$ cat config.mk
export PLATFORM = sky130hd
export DESIGN_NAME = control_calculadora
export DESIGN_NICKNAME = d
export VERILOG_FILES = /design/src/rtl/calc_pkg.sv /design/src/rtl/boton_flanco.sv /design/src/rtl/control_calculadora.sv
export SDC_FILE = /design/constraint.sdc
export NUM_CORES = 1
export LEC_CHECK = 0
export CAP_MARGIN = 15
export CORE_MARGIN = 2
export CORE_UTILIZATION = 35
export CTS_BUF_LIST = sky130_fd_sc_hd__clkbuf_8
export DETAILED_ROUTE_END_ITERATION = 8
export PLACE_DENSITY = 0.68
export SETUP_SLACK_MARGIN = 0.4
export SKIP_LAST_GASP = 1
export SLEW_MARGIN = 30
export SYNTH_ARGS = -nofsm -noshare
export SYNTH_HDL_FRONTEND = slang
export SYNTH_SLANG_ARGS = --single-unit
$ cat constraint.sdc
create_clock -name clk -period 1.9 [get_ports clk]
set_input_delay 0.38 -clock clk [delete_from_list [all_inputs] [get_ports clk]]
set_output_delay 0.38 -clock clk [all_outputs]
set_load 0.02 [all_outputs]
$ cat src/rtl/calc_pkg.sv
// Shared types and constants for the calculator sequencing controller.
package calc_pkg;

    localparam int DIGIT_W = 4;
    localparam logic [DIGIT_W-1:0] BCD_MAX = 4'd9;

    typedef enum logic [2:0] {
        S_ENT_A,
        S_ENT_B,
        S_START,
        S_WAIT,
        S_SHOW
    } estado_t;

endpackage

$ cat src/rtl/boton_flanco.sv
// Rising-edge detector for one button. History resets to 1 so that a
// button already held while reset is released does not produce an event.
module boton_flanco (
    input  logic clk,
    input  logic rst,
    input  logic btn_i,
    output logic flanco_o
);

    logic btn_q;

    // Remember last sampled level of the button.
    always_ff @(posedge clk) begin
        if (rst) btn_q <= 1'b1;
        else     btn_q <= btn_i;
    end

    assign flanco_o = btn_i & ~btn_q;

endmodule

$ cat src/rtl/control_calculadora.sv
// Sequencing controller for digit entry, operand capture and the external
// BCD adder handshake. Optional adder timeout is built when the macro
// CONTROL_CALC_TIMEOUT_EN is defined (adds the err_timeout output).
//
// state   | meaning
// S_ENT_A | entering first operand
// S_ENT_B | entering second operand
// S_START | suma_start high for this single cycle
// S_WAIT  | waiting for suma_done from the adder
// S_SHOW  | result displayed until finalizar
module control_calculadora
    import calc_pkg::*;
#(
    parameter int NUM_DIGITS = 3
`ifdef CONTROL_CALC_TIMEOUT_EN
    ,
    parameter int TIMEOUT_CYC = 16
`endif
) (
    input  logic                              clk,
    input  logic                              rst,
    input  logic                              push,
    input  logic                              guardar,
    input  logic                              finalizar,
    input  logic [DIGIT_W-1:0]                entrada,
    input  logic                              suma_done,
    input  logic [DIGIT_W*(NUM_DIGITS+1)-1:0] suma_res,
    output logic [DIGIT_W*NUM_DIGITS-1:0]     numero,
    output logic [$clog2(NUM_DIGITS+1)-1:0]   n_digitos,
    output logic [DIGIT_W*NUM_DIGITS-1:0]     op_a,
    output logic [DIGIT_W*NUM_DIGITS-1:0]     op_b,
    output logic                              suma_start,
    output logic [DIGIT_W*(NUM_DIGITS+1)-1:0] resultado,
    output logic                              resultado_valid,
    output logic                              rst_dat,
    output logic                              err_digito
`ifdef CONTROL_CALC_TIMEOUT_EN
    ,
    output logic                              err_timeout
`endif
);

    localparam int NDW = $clog2(NUM_DIGITS + 1);
    localparam int NW  = DIGIT_W * NUM_DIGITS;
    localparam int RW  = DIGIT_W * (NUM_DIGITS + 1);
    localparam logic [NDW-1:0] N_MAX = NDW'(NUM_DIGITS);

    logic ev_push, ev_guardar, ev_fin;

    boton_flanco u_flanco_push (.clk(clk), .rst(rst), .btn_i(push),      .flanco_o(ev_push));
    boton_flanco u_flanco_guar (.clk(clk), .rst(rst), .btn_i(guardar),   .flanco_o(ev_guardar));
    boton_flanco u_flanco_fin  (.clk(clk), .rst(rst), .btn_i(finalizar), .flanco_o(ev_fin));

    estado_t         estado_q;
    logic [NW-1:0]   numero_q, op_a_q, op_b_q;
    logic [NDW-1:0]  n_digitos_q;
    logic [RW-1:0]   resultado_q;
    logic            suma_start_q, resultado_valid_q, rst_dat_q, err_digito_q;

`ifdef CONTROL_CALC_TIMEOUT_EN
    localparam int TW = $clog2(TIMEOUT_CYC + 1);
    logic [TW-1:0] tmo_cnt_q;
    logic          err_timeout_q;
    assign err_timeout = err_timeout_q;
`endif

    // Main controller: state, datapath registers and registered pulses.
    always_ff @(posedge clk) begin
        if (rst) begin
            estado_q          <= S_ENT_A;
            numero_q          <= '0;
            n_digitos_q       <= '0;
            op_a_q            <= '0;
            op_b_q            <= '0;
            resultado_q       <= '0;
            suma_start_q      <= 1'b0;
            resultado_valid_q <= 1'b0;
            rst_dat_q         <= 1'b0;
            err_digito_q      <= 1'b0;
`ifdef CONTROL_CALC_TIMEOUT_EN
            tmo_cnt_q         <= '0;
            err_timeout_q     <= 1'b0;
`endif
        end else begin
            rst_dat_q    <= 1'b0;
            err_digito_q <= 1'b0;
            suma_start_q <= 1'b0;
            if (ev_fin) begin
                estado_q          <= S_ENT_A;
                numero_q          <= '0;
                n_digitos_q       <= '0;
                op_a_q            <= '0;
                op_b_q            <= '0;
                resultado_q       <= '0;
                resultado_valid_q <= 1'b0;
                rst_dat_q         <= 1'b1;
`ifdef CONTROL_CALC_TIMEOUT_EN
                err_timeout_q     <= 1'b0;
`endif
            end else begin
                case (estado_q)
                    S_ENT_A, S_ENT_B: begin
                        if (ev_guardar) begin
                            if (estado_q == S_ENT_A) begin
                                op_a_q   <= numero_q;
                                estado_q <= S_ENT_B;
                            end else begin
                                op_b_q       <= numero_q;
                                estado_q     <= S_START;
                                suma_start_q <= 1'b1;
                            end
                            numero_q    <= '0;
                            n_digitos_q <= '0;
                            rst_dat_q   <= 1'b1;
                        end else if (ev_push) begin
                            // An invalid digit is flagged even when the entry is full.
                            if (entrada > BCD_MAX) begin
                                err_digito_q <= 1'b1;
                            end else if (n_digitos_q < N_MAX) begin
                                numero_q    <= {numero_q[NW-DIGIT_W-1:0], entrada};
                                n_digitos_q <= n_digitos_q + NDW'(1);
                            end
                        end
                    end
                    S_START: begin
                        estado_q <= S_WAIT;
`ifdef CONTROL_CALC_TIMEOUT_EN
                        tmo_cnt_q <= TW'(TIMEOUT_CYC - 1);
`endif
                    end
                    S_WAIT: begin
                        if (suma_done) begin
                            resultado_q       <= suma_res;
                            resultado_valid_q <= 1'b1;
                            estado_q          <= S_SHOW;
                        end
`ifdef CONTROL_CALC_TIMEOUT_EN
                        else if (tmo_cnt_q == '0) begin
                            resultado_q       <= '0;
                            resultado_valid_q <= 1'b1;
                            err_timeout_q     <= 1'b1;
                            estado_q          <= S_SHOW;
                        end else begin
                            tmo_cnt_q <= tmo_cnt_q - TW'(1);
                        end
`endif
                    end
                    S_SHOW: begin
                        // Only finalizar leaves this state.
                    end
                    default: estado_q <= S_ENT_A;
                endcase
            end
        end
    end

    assign numero          = numero_q;
    assign n_digitos       = n_digitos_q;
    assign op_a            = op_a_q;
    assign op_b            = op_b_q;
    assign suma_start      = suma_start_q;
    assign resultado       = resultado_q;
    assign resultado_valid = resultado_valid_q;
    assign rst_dat         = rst_dat_q;
    assign err_digito      = err_digito_q;

endmodule

==> out/results.txt <==
CTS Buf Count - 9
final std cells w/o fill - 426
max_slew headroom - 76.8%
Synth top cells by count - nand2_1, dfxtp_1, a21oi_1, a22o_1, clkbuf_1
post-synth top area share - 57.3%
DRT Pass-1 Iters - 4
yosys warns - 0
CP cell instances - ha_4 > or3b_4 > o2bb2ai_4 > mux2_4
post-place setup slack - -0.149 ns
Max Slew Vio Count - 0
grt ovf - 0
HPWL Detailed - 3920 um
peak supply drop - 0.431 mV
CORE AREA - 6280 um2
Compound-Gate Fraction of Synth Area - 15.6%
H-tree Lvls - 3
CP arrival - 1.71 ns
mux contribution to synthesized area - 0.504%
Post-Syn Nets - 278
CTS tree - built
Crit Path Category - flop to flop
flops & latches, synth - 64
Die Wd - 83.9 um
die height - 83.9 um
CTS max path bufs - 2
endpoints failing setup - 0
maxcap violations - 0
clock sinks - 64
Area Overhead vs Synth - 52.3%
DR vias/cell - 4.79
main area contributors after synthesis - dfxtp_1, nand2_1, a21oi_1, a22o_1, clkbuf_1
crit end category - flop
asr flop ratio synth - 0%
routed len/inst - 13.5 um
EDFF count, synth - 0
routed wire length - 5740 um
diode count - 0
DRC errors left - 0
first-pass GRT wire length - 9250 um
initial antenna violation count - 0
Worst EP required - 2.12 ns
crit path time final - 1.48 ns
share of cells above drive strength 1 - 17.2%
main combinational cell family by area after synthesis - simple AND/OR/NAND/NOR gates
Post-Synth XOR/XNOR Area - 0.392%
fmax - 0.673 GHz
Final nets - 371
adder and majority gate portion of the synthesized area - 0.560%
Max FO, Critical Path - 7
Post-Syn Instances - 251
# IOs - 84
Syn Area/Cell - 8.91 um2
gr usage total - 16.6%
CP Launch Type - flop
critical path buffer and inverter count - 0
Synth cell types - 26
Worst path top cell family by delay - simple AND/OR/NAND/NOR gates
clock root buffer - clkbuf_8
Leak - 1.45 nW
top-count cell post-synth - nand2_1
vias - 2042
pin count of the biggest net entering global routing - 26
worst slew pin tran - 0.346 ns
CP max stage cell - or3b_4
setup ws final - 0.415 ns
Hold Violations, Final - 0
Antenna Nets Post-Route - 0
gpl congestion - 0.759
DIE AREA - 7040 um2
post-CTS setup buffers - 0
Final Skew - 0.00693 ns
Final period util - 78.2%
placed cell count - 409
status - completed
initial core utilization - 35.6%
Hold Crit Class - input pin to flop
PD cells - 819 nW/um2
clock transition at the registers of the reported paths - 0.07 ns
RSZ-0062 raised after global routing - true
Simple-Gate Fraction of Synth Area - 22.0%
Critical Path Max Stage Delay - 0.42 ns
vias in the first global route - 1857
Skew-Pair Late Insertion Delay - 0.34 ns
setup TNS - 0 ns
Port Buf Inserts - 83
synthesized area - 2240 um2
FP Rows - 29
1st-iter DRT viols - 69
prevailing post-synth register cell - dfxtp_1
largest area contributor in the synthesized netlist - dfxtp_1
part of the Yosys area used for sequential elements - 57.3%
## report_power, final
group	switching [mW]	leakage, nW	internal (mW)	total [mW]
registers	0.00949	0.519	1.35	1.36
logic	0.0734	0.825	0.0830	0.156
clock network	0.533	0.110	0.740	1.27
## worst paths after layout
path / start / to / slack (ns) / depth (start not counted)
min: push / u_flanco_push.btn_q / 0.38 / 2
max: n_digitos[0] / n_digitos[0] / 0.42 / 4
min reg2reg: resultado[7] / resultado[7] / 0.45 / 2
max reg2reg: n_digitos[0] / n_digitos[0] / 0.42 / 4
## kinds of logic after synthesis
| group | Yosys count |
|---|---|
| AND/OR/NAND/NOR | 110 |
| flip-flops | 64 |
| AO/OA/AOI/OAI | 58 |
| buffers and inverters | 16 |
| XOR/XNOR | 1 |
| multiplexers | 1 |
| adder cells (fa/ha/maj) | 1 |
## cells in the final DEF (no fill, tap or decap), types with 2 or more instances in the layout
cell type,instances
a21oi_1,43
a22o_1,13
and3_1,2
buf_12,2
buf_4,12
bufinv_16,2
clkbuf_2,8
clkbuf_8,9
clkdlybuf4s15_2,4
clkdlybuf4s50_1,21
clkinv_2,2
dfxtp_1,60
dfxtp_2,3
dlygate4sd2_1,50
nand2_1,82
nand2b_1,3
nor2_1,6
nor4_1,3
or2_2,3
## area by class of cell
class,instances,area (um2)
Tap cell,77,96.3
Timing Repair Buffer,97,863
Clock buffer,9,124
Fill cell,603,2870
Clock inverter,7,95.1
Sequential cell,64,1290
Multi-Input combinational cell,172,937
## routing by layer
| metal | global-route usage, % | vias up | part of all wire [%] |
|---|---|---|---|
| met2 | 26.7 | 55 | 51 |
| li1 | - | 1029 | - |
| met5 | 0 | - | 0 |
| met4 | 6.16 | 0 | 0.73 |
| met1 | 21.0 | 954 | 44 |
| met3 | 5.14 | 4 | 5.0 |
## registers in the layout, summed over array words and instances (netlist names), 2 cells and up
name and flops:
op_b 12, op_a 12, resultado 16, numero 12, estado_q 3, n_digitos 2
## what timing repair did
item,CTS,global route
pin swaps,5,2
gates cloned,1,0
hold buffers,0,0
resized for setup,79,12
setup endpoints to repair,72,31
## metrics by stage
stage          area, um2  power (mW)  util, %  hold WS (ns)
5_1_grt             3400        2.90     54.2         0.379
3_5_place_dp        3250        1.55     51.8         0.446
3_3_place_gp        3250        1.54     51.8         0.442
2_1_floorplan       2270        1.46        -         0.449
4_1_cts             3440        2.82     54.8         0.370
6_report            3400        2.79     54.2         0.379
No activity file was read; power rests on OpenSTA's default activity.
